### config.mk
export PLATFORM = sky130hd
export DESIGN_NAME = percept_wrapper
export DESIGN_NICKNAME = d
export VERILOG_FILES = /design/src/rtl/percept_wrapper.sv
export SDC_FILE = /design/constraint.sdc
export NUM_CORES = 2
export LEC_CHECK = 0
export ABC_CLOCK_PERIOD_IN_PS = 8320
export CORE_UTILIZATION = 40
export CTS_CLUSTER_SIZE = 16
export DETAILED_ROUTE_END_ITERATION = 6
export GPL_TIMING_DRIVEN = 0
export PLACE_DENSITY = 0.62
export SYNTH_ARGS = -nofsm -noshare
export SYNTH_HDL_FRONTEND = slang
export SYNTH_SLANG_ARGS = --single-unit
### constraint.sdc
create_clock -name clk -period 8.32 [get_ports clk]
set_input_delay 1.664 -clock clk [delete_from_list [all_inputs] [get_ports clk]]
set_output_delay 1.664 -clock clk [all_outputs]
set_load 0.005 [all_outputs]
### src/rtl/percept_wrapper.sv
// Bit-serial register front end feeding a small signed perceptron.
// Frames of {start 0, addr[7:0], data[63:0], stop 1} load weights, inputs or bias; out = (sum > 0).
module percept_wrapper #(
  parameter int NUM_IN = 4,
  parameter int WIDTH  = 16
) (
  input  logic clk,
  input  logic nRst,
  input  logic in,
  output logic out
);

  localparam int PROD_W = 2 * WIDTH;
  localparam int BASE_W = (PROD_W > 32) ? PROD_W : 32;
  localparam int SUM_W  = BASE_W + $clog2(NUM_IN + 1) + 1;

  localparam logic [7:0] ADDR_WEIGHT = 8'h10;
  localparam logic [7:0] ADDR_INPUT  = 8'h11;
  localparam logic [7:0] ADDR_BIAS   = 8'h12;

  typedef enum logic [1:0] {
    IDLE,
    ADDR,
    DATA,
    STOP
  } rx_state_e;

  rx_state_e                state_q, state_d;
  logic [5:0]               cnt_q, cnt_d;
  logic [7:0]               addr_q, addr_d;
  logic [63:0]              data_q, data_d;
  logic signed [WIDTH-1:0]  w_q [NUM_IN];
  logic signed [WIDTH-1:0]  w_d [NUM_IN];
  logic signed [WIDTH-1:0]  x_q [NUM_IN];
  logic signed [WIDTH-1:0]  x_d [NUM_IN];
  logic signed [31:0]       bias_q, bias_d;
  logic                     out_q, out_d;

  logic signed [PROD_W-1:0] prod [NUM_IN];
  logic signed [SUM_W-1:0]  sum;

  // Receiver and register-file update.
  always_comb begin
    // NOTE: every variable gets a default before the case so no path can infer a latch.
    state_d = state_q;
    cnt_d   = cnt_q;
    addr_d  = addr_q;
    data_d  = data_q;
    w_d     = w_q;
    x_d     = x_q;
    bias_d  = bias_q;

    case (state_q)
      IDLE: begin
        if (!in) begin
          state_d = ADDR;
          cnt_d   = '0;
        end
      end
      ADDR: begin
        addr_d = {addr_q[6:0], in};
        if (cnt_q == 6'd7) begin
          state_d = DATA;
          cnt_d   = '0;
        end else begin
          cnt_d = cnt_q + 6'd1;
        end
      end
      DATA: begin
        data_d = {data_q[62:0], in};
        if (cnt_q == 6'd63) begin
          state_d = STOP;
          cnt_d   = '0;
        end else begin
          cnt_d = cnt_q + 6'd1;
        end
      end
      STOP: begin
        // A low stop bit is a framing error; it is not taken as the next start bit.
        state_d = IDLE;
        if (in) begin
          case (addr_q)
            ADDR_WEIGHT: for (int i = 0; i < NUM_IN; i++) w_d[i] = data_q[WIDTH*i +: WIDTH];
            ADDR_INPUT:  for (int i = 0; i < NUM_IN; i++) x_d[i] = data_q[WIDTH*i +: WIDTH];
            ADDR_BIAS:   bias_d = data_q[31:0];
            default:     ;
          endcase
        end
      end
      default: state_d = IDLE;
    endcase
  end

  // Sum is wide enough that no combination of extreme operands can overflow.
  always_comb begin
    sum = SUM_W'(bias_q);
    for (int i = 0; i < NUM_IN; i++) begin
      prod[i] = w_q[i] * x_q[i];
      sum     = sum + SUM_W'(prod[i]);
    end
    out_d = ~sum[SUM_W-1] & (|sum);
  end

  always_ff @(posedge clk) begin
    // NOTE: state registers use non-blocking assignments so every flop samples pre-edge values.
    if (nRst) begin
      state_q <= IDLE;
      cnt_q   <= '0;
      addr_q  <= '0;
      data_q  <= '0;
      // NOTE: these small register arrays are architectural state and must read 0 after reset,
      // so they are cleared explicitly rather than treated as uninitialised memory.
      w_q     <= '{default: '0};
      x_q     <= '{default: '0};
      bias_q  <= '0;
      out_q   <= 1'b0;
    end else begin
      state_q <= state_d;
      cnt_q   <= cnt_d;
      addr_q  <= addr_d;
      data_q  <= data_d;
      w_q     <= w_d;
      x_q     <= x_d;
      bias_q  <= bias_d;
      out_q   <= out_d;
    end
  end

  assign out = out_q;

endmodule

==> results.py <==
metrics = {
    "power": {
        "p_leak_uw": 0.0284,
        "power.share.clock": 0.480,
        "netSwitchingPower_uw": 706,
        "power_density_nw_per_um2": 48.5,
        "seqPwrFrac": 0.427,
        "combPwrFrac": 0.093,
        "intPower_uw": 2020,
        "swShare": 0.259,
        "ir_worst_vdd_v": 0.000135,
    },
    "critical_path": {
        "cp-start-kind": "flip-flop",
        "critPathKind": "flip-flop to flip-flop",
        "critPathMaxFanout": 10,
        "endpoint_kind": "flip-flop",
        "cp.required_ns": 8.75,
        "crit_arrival_ns": 9.46,
    },
    "sta": {
        "maxSlewHeadroom": 0.119,
        "fin_tns_setup_ns": -0.714,
        "drv_slew": 0,
        "whs_ns": 0.465,
        "setup_viol": 1,
        "tightest_slew_ns": 1.32,
        "fmax_ghz": 0.111,
        "fin_worst_skew_ns": 0.0210,
        "finalWorstSetupSlack_ns": -0.714,
        "fin_crit_sh": 1.09,
        "rsz0062_at_grt": "yes",
        "hold_viol": 0,
        "finalCriticalPeriod_ns": 9.03,
    },
    "synth": {
        "ys_types": 82,
        "ys_ff_latch": 241,
        "synth-edff-count": 0,
        "synth_area_um2": 51600,
        "syn_avg_cell_area_um2": 9.51,
        "synth.net_count": 7063,
        "synthArstFlopShare": 0,
        "synth_most_common_cell": "inv_1",
        "synth-seq-area-share": 0.0935,
        "ys_warn_count": 0,
        "synthCells": 5426,
        "yosysTopAreaCell": "fa_1",
        "synth_top_area_frac": 0.516,
        "ys_top_cells_by_area": "fa_1 (52%), inv_1 (10%), dfxtp_1 (9.3%)",
        "synthTopCellsByCount": "inv_1 (1373), fa_1 (1329), nand2_1 (774)",
        "ys.flop_type": "dfxtp_1",
    },
    "floorplan": {
        "coreArea_um2": 128000,
        "die_area_um2": 130000,
        "pin_count": 4,
        "die_y_um": 361,
        "die_w_um": 361,
        "initial_core_util": 0.404,
        "rows": 131,
    },
    "layout": {
        "syn_to_final_growth_pct": 8.92,
        "nFillCells": 12300,
        "final_nets": 7158,
        "utilization": 0.440,
        "final_layout_size_suffix_gt1_frac": 0.0877,
    },
    "routing": {
        "ant_nets": 0,
        "drtIter0Drc": 2694,
        "routed_via_density": 5.03,
        "firstDrtPassIters": 7,
        "wl_per_cell_um": 21.7,
        "vias": 36200,
        "routed_wl_mm": 156,
        "drc": 9,
    },
    "placed_design": {
        "dp_slack_ns": -2.24,
        "port_buffers": 2,
        "dp.final_hpwl_mm": 140,
        "globalplace.congestion": 0.996,
    },
    "job": {
        "maxCapViolCount": 0,
    },
    "cts": {
        "clockBufferDepth": 3,
        "numClockSinks": 241,
        "tritoncts.num_buffers": 27,
        "cts_tree": "yes",
        "htree_levels": 1,
        "cts-root-buf": "clkbuf_16",
        "clkTransAtPathRegs_ns": 0.07,
        "insertion_delay_ns": 0.56,
    },
    "global_route": {
        "grt_max_degree": 18,
        "gr-usage-met2": 0.400,
        "grt_pass1_wl_mm": 242,
        "antenna_found_initial": 4,
        "track_usage": 0.248,
        "met1_usage": 0.350,
        "met3_usage": 0.0250,
        "grt_pass1_vias": 38600,
        "top_usage_layer": "met2",
        "grt_overflow": 0,
    },
    "outcome": {
        "status": "finished, violations left",
        "failed_checks": "DRC, setup timing",
    },
    "worst_hold_path": {
        "holdCritPathClass": "flip-flop to flip-flop",
    },
}
-- sequential cells by signal, indices dropped and copies added (netlist names) --
| name | flops |
|---|---|
| out | 1 |
| state_q | 2 |
| addr_q | 8 |
| cnt_q | 6 |
| x_q | 64 |
| data_q | 64 |
| w_q | 64 |
| bias_q | 32 |
-- area by class of cell --
cell class,count,area (µm²),area share
buffer,207,1240,0.0221
sequential,241,5030,0.0895
timing repair inverter,1,7.51,0.000134
inverter,1375,5200,0.0925
antenna,2,5.00,0.0000890
clock inverter,14,210,0.00374
clock buffer,34,732,0.0130
multi-input combinational,3592,41100,0.731
timing repair buffer,76,636,0.0113
tap,1662,2080,0.0370
-- per-layer routing --
layer | vias up | part of all wire
li1 | 15800 | -
met5 | - | 0.000083
met1 | 18900 | 0.43
met2 | 1246 | 0.46
met4 | 2 | 0.042
met3 | 236 | 0.071
-- metrics by stage --
step | total power, µW | cells | cell area [µm²]
after CTS | 2740 | 7162 | 55600
final | 2730 | 7204 | 56200
after global routing | 2800 | 7202 | 56200
after global placement | 1450 | 7090 | 53700
after floorplan | 1380 | 5426 | 51600
after detailed placement | 1450 | 7092 | 53800
-- cell usage in the layout (no fill, tap or decap), types with 9 or more instances in the layout --
master      instances
nor2_1            122
o21ai_0            17
clkinvlp_4         11
clkbuf_2           49
nor3_1             10
dfxtp_2            83
o21a_1             10
xor2_1              9
clkbuf_8           16
nand2b_1           46
mux2i_1            76
and2_1            525
ha_1              298
a21oi_1           191
nand3_1            14
fa_1             1289
dfxtp_1           130
xnor2_1            23
dfxtp_4            28
clkbuf_16          27
a21o_1              9
buf_4              84
nand2_1           767
inv_2              14
clkbuf_4           43
nand4_1             9
inv_1            1350
clkbuf_1           75
fa_2               40
-- worst max-delay path, cell delays in order (launching register included) --
cell       delay, ns
dfxtp_2         0.48
clkbuf_2        0.33
and2_1          0.20
fa_1            0.41
inv_1           0.09
fa_1            0.47
fa_1            0.56
inv_1           0.05
fa_1            0.47
fa_1            0.53
fa_2            0.64
fa_1            0.46
fa_1            0.48
fa_1            0.51
inv_1           0.05
fa_1            0.50
inv_1           0.05
ha_1            0.27
buf_4           0.18
a2111oi_4       0.34
o221ai_2        0.15
o22ai_2         0.27
o21ai_2         0.15
or3_2           0.48
a22oi_1         0.18
nand4_1         0.16
nor4_2          0.31
a311oi_1        0.13
-- kinds of logic after synthesis --
| group | share of synthesized area |
|---|---|
| xor gates and xnor gates | 0.00543 |
| adders and majority gates | 0.590 |
| DFF | 0.0935 |
| buffers and inverters | 0.117 |
| and+or+nand+nor | 0.144 |
| muxes | 0.0147 |
| AOI/OAI and AO/OA | 0.0356 |
-- power by group through the flow --
stage / Sequential, µW / Clock (µW) / Combinational (µW)
after floorplan: 1200 / 0 / 183
after global placement: 1200 / 0 / 247
after detailed placement: 1200 / 0 / 252
after CTS: 1170 / 1320 / 253
after global routing: 1170 / 1370 / 268
final: 1170 / 1310 / 254
-- what timing repair did --
| item | 4_1_cts | 5_1_grt |
|---|---|---|
| setup endpoints to repair | 1 | 1 |
| gates cloned | 1 | 0 |
| hold buffers | 0 | 0 |
| buffers inserted | 32 | 40 |
| pin swaps | 28 | 48 |
| resized for setup | 345 | 151 |
-- final timing paths --
| path | startpoint | end | slack [ns] | cells past startpoint |
|---|---|---|---|---|
| min reg2reg | bias_q[15] | bias_q[15] | 0.47 | 2 |
| max | x_q[45] | out | -0.71 | 27 |
| min | bias_q[15] | bias_q[15] | 0.47 | 2 |
| max reg2reg | x_q[45] | out | -0.71 | 27 |
Power figures use the tool's default switching activity.
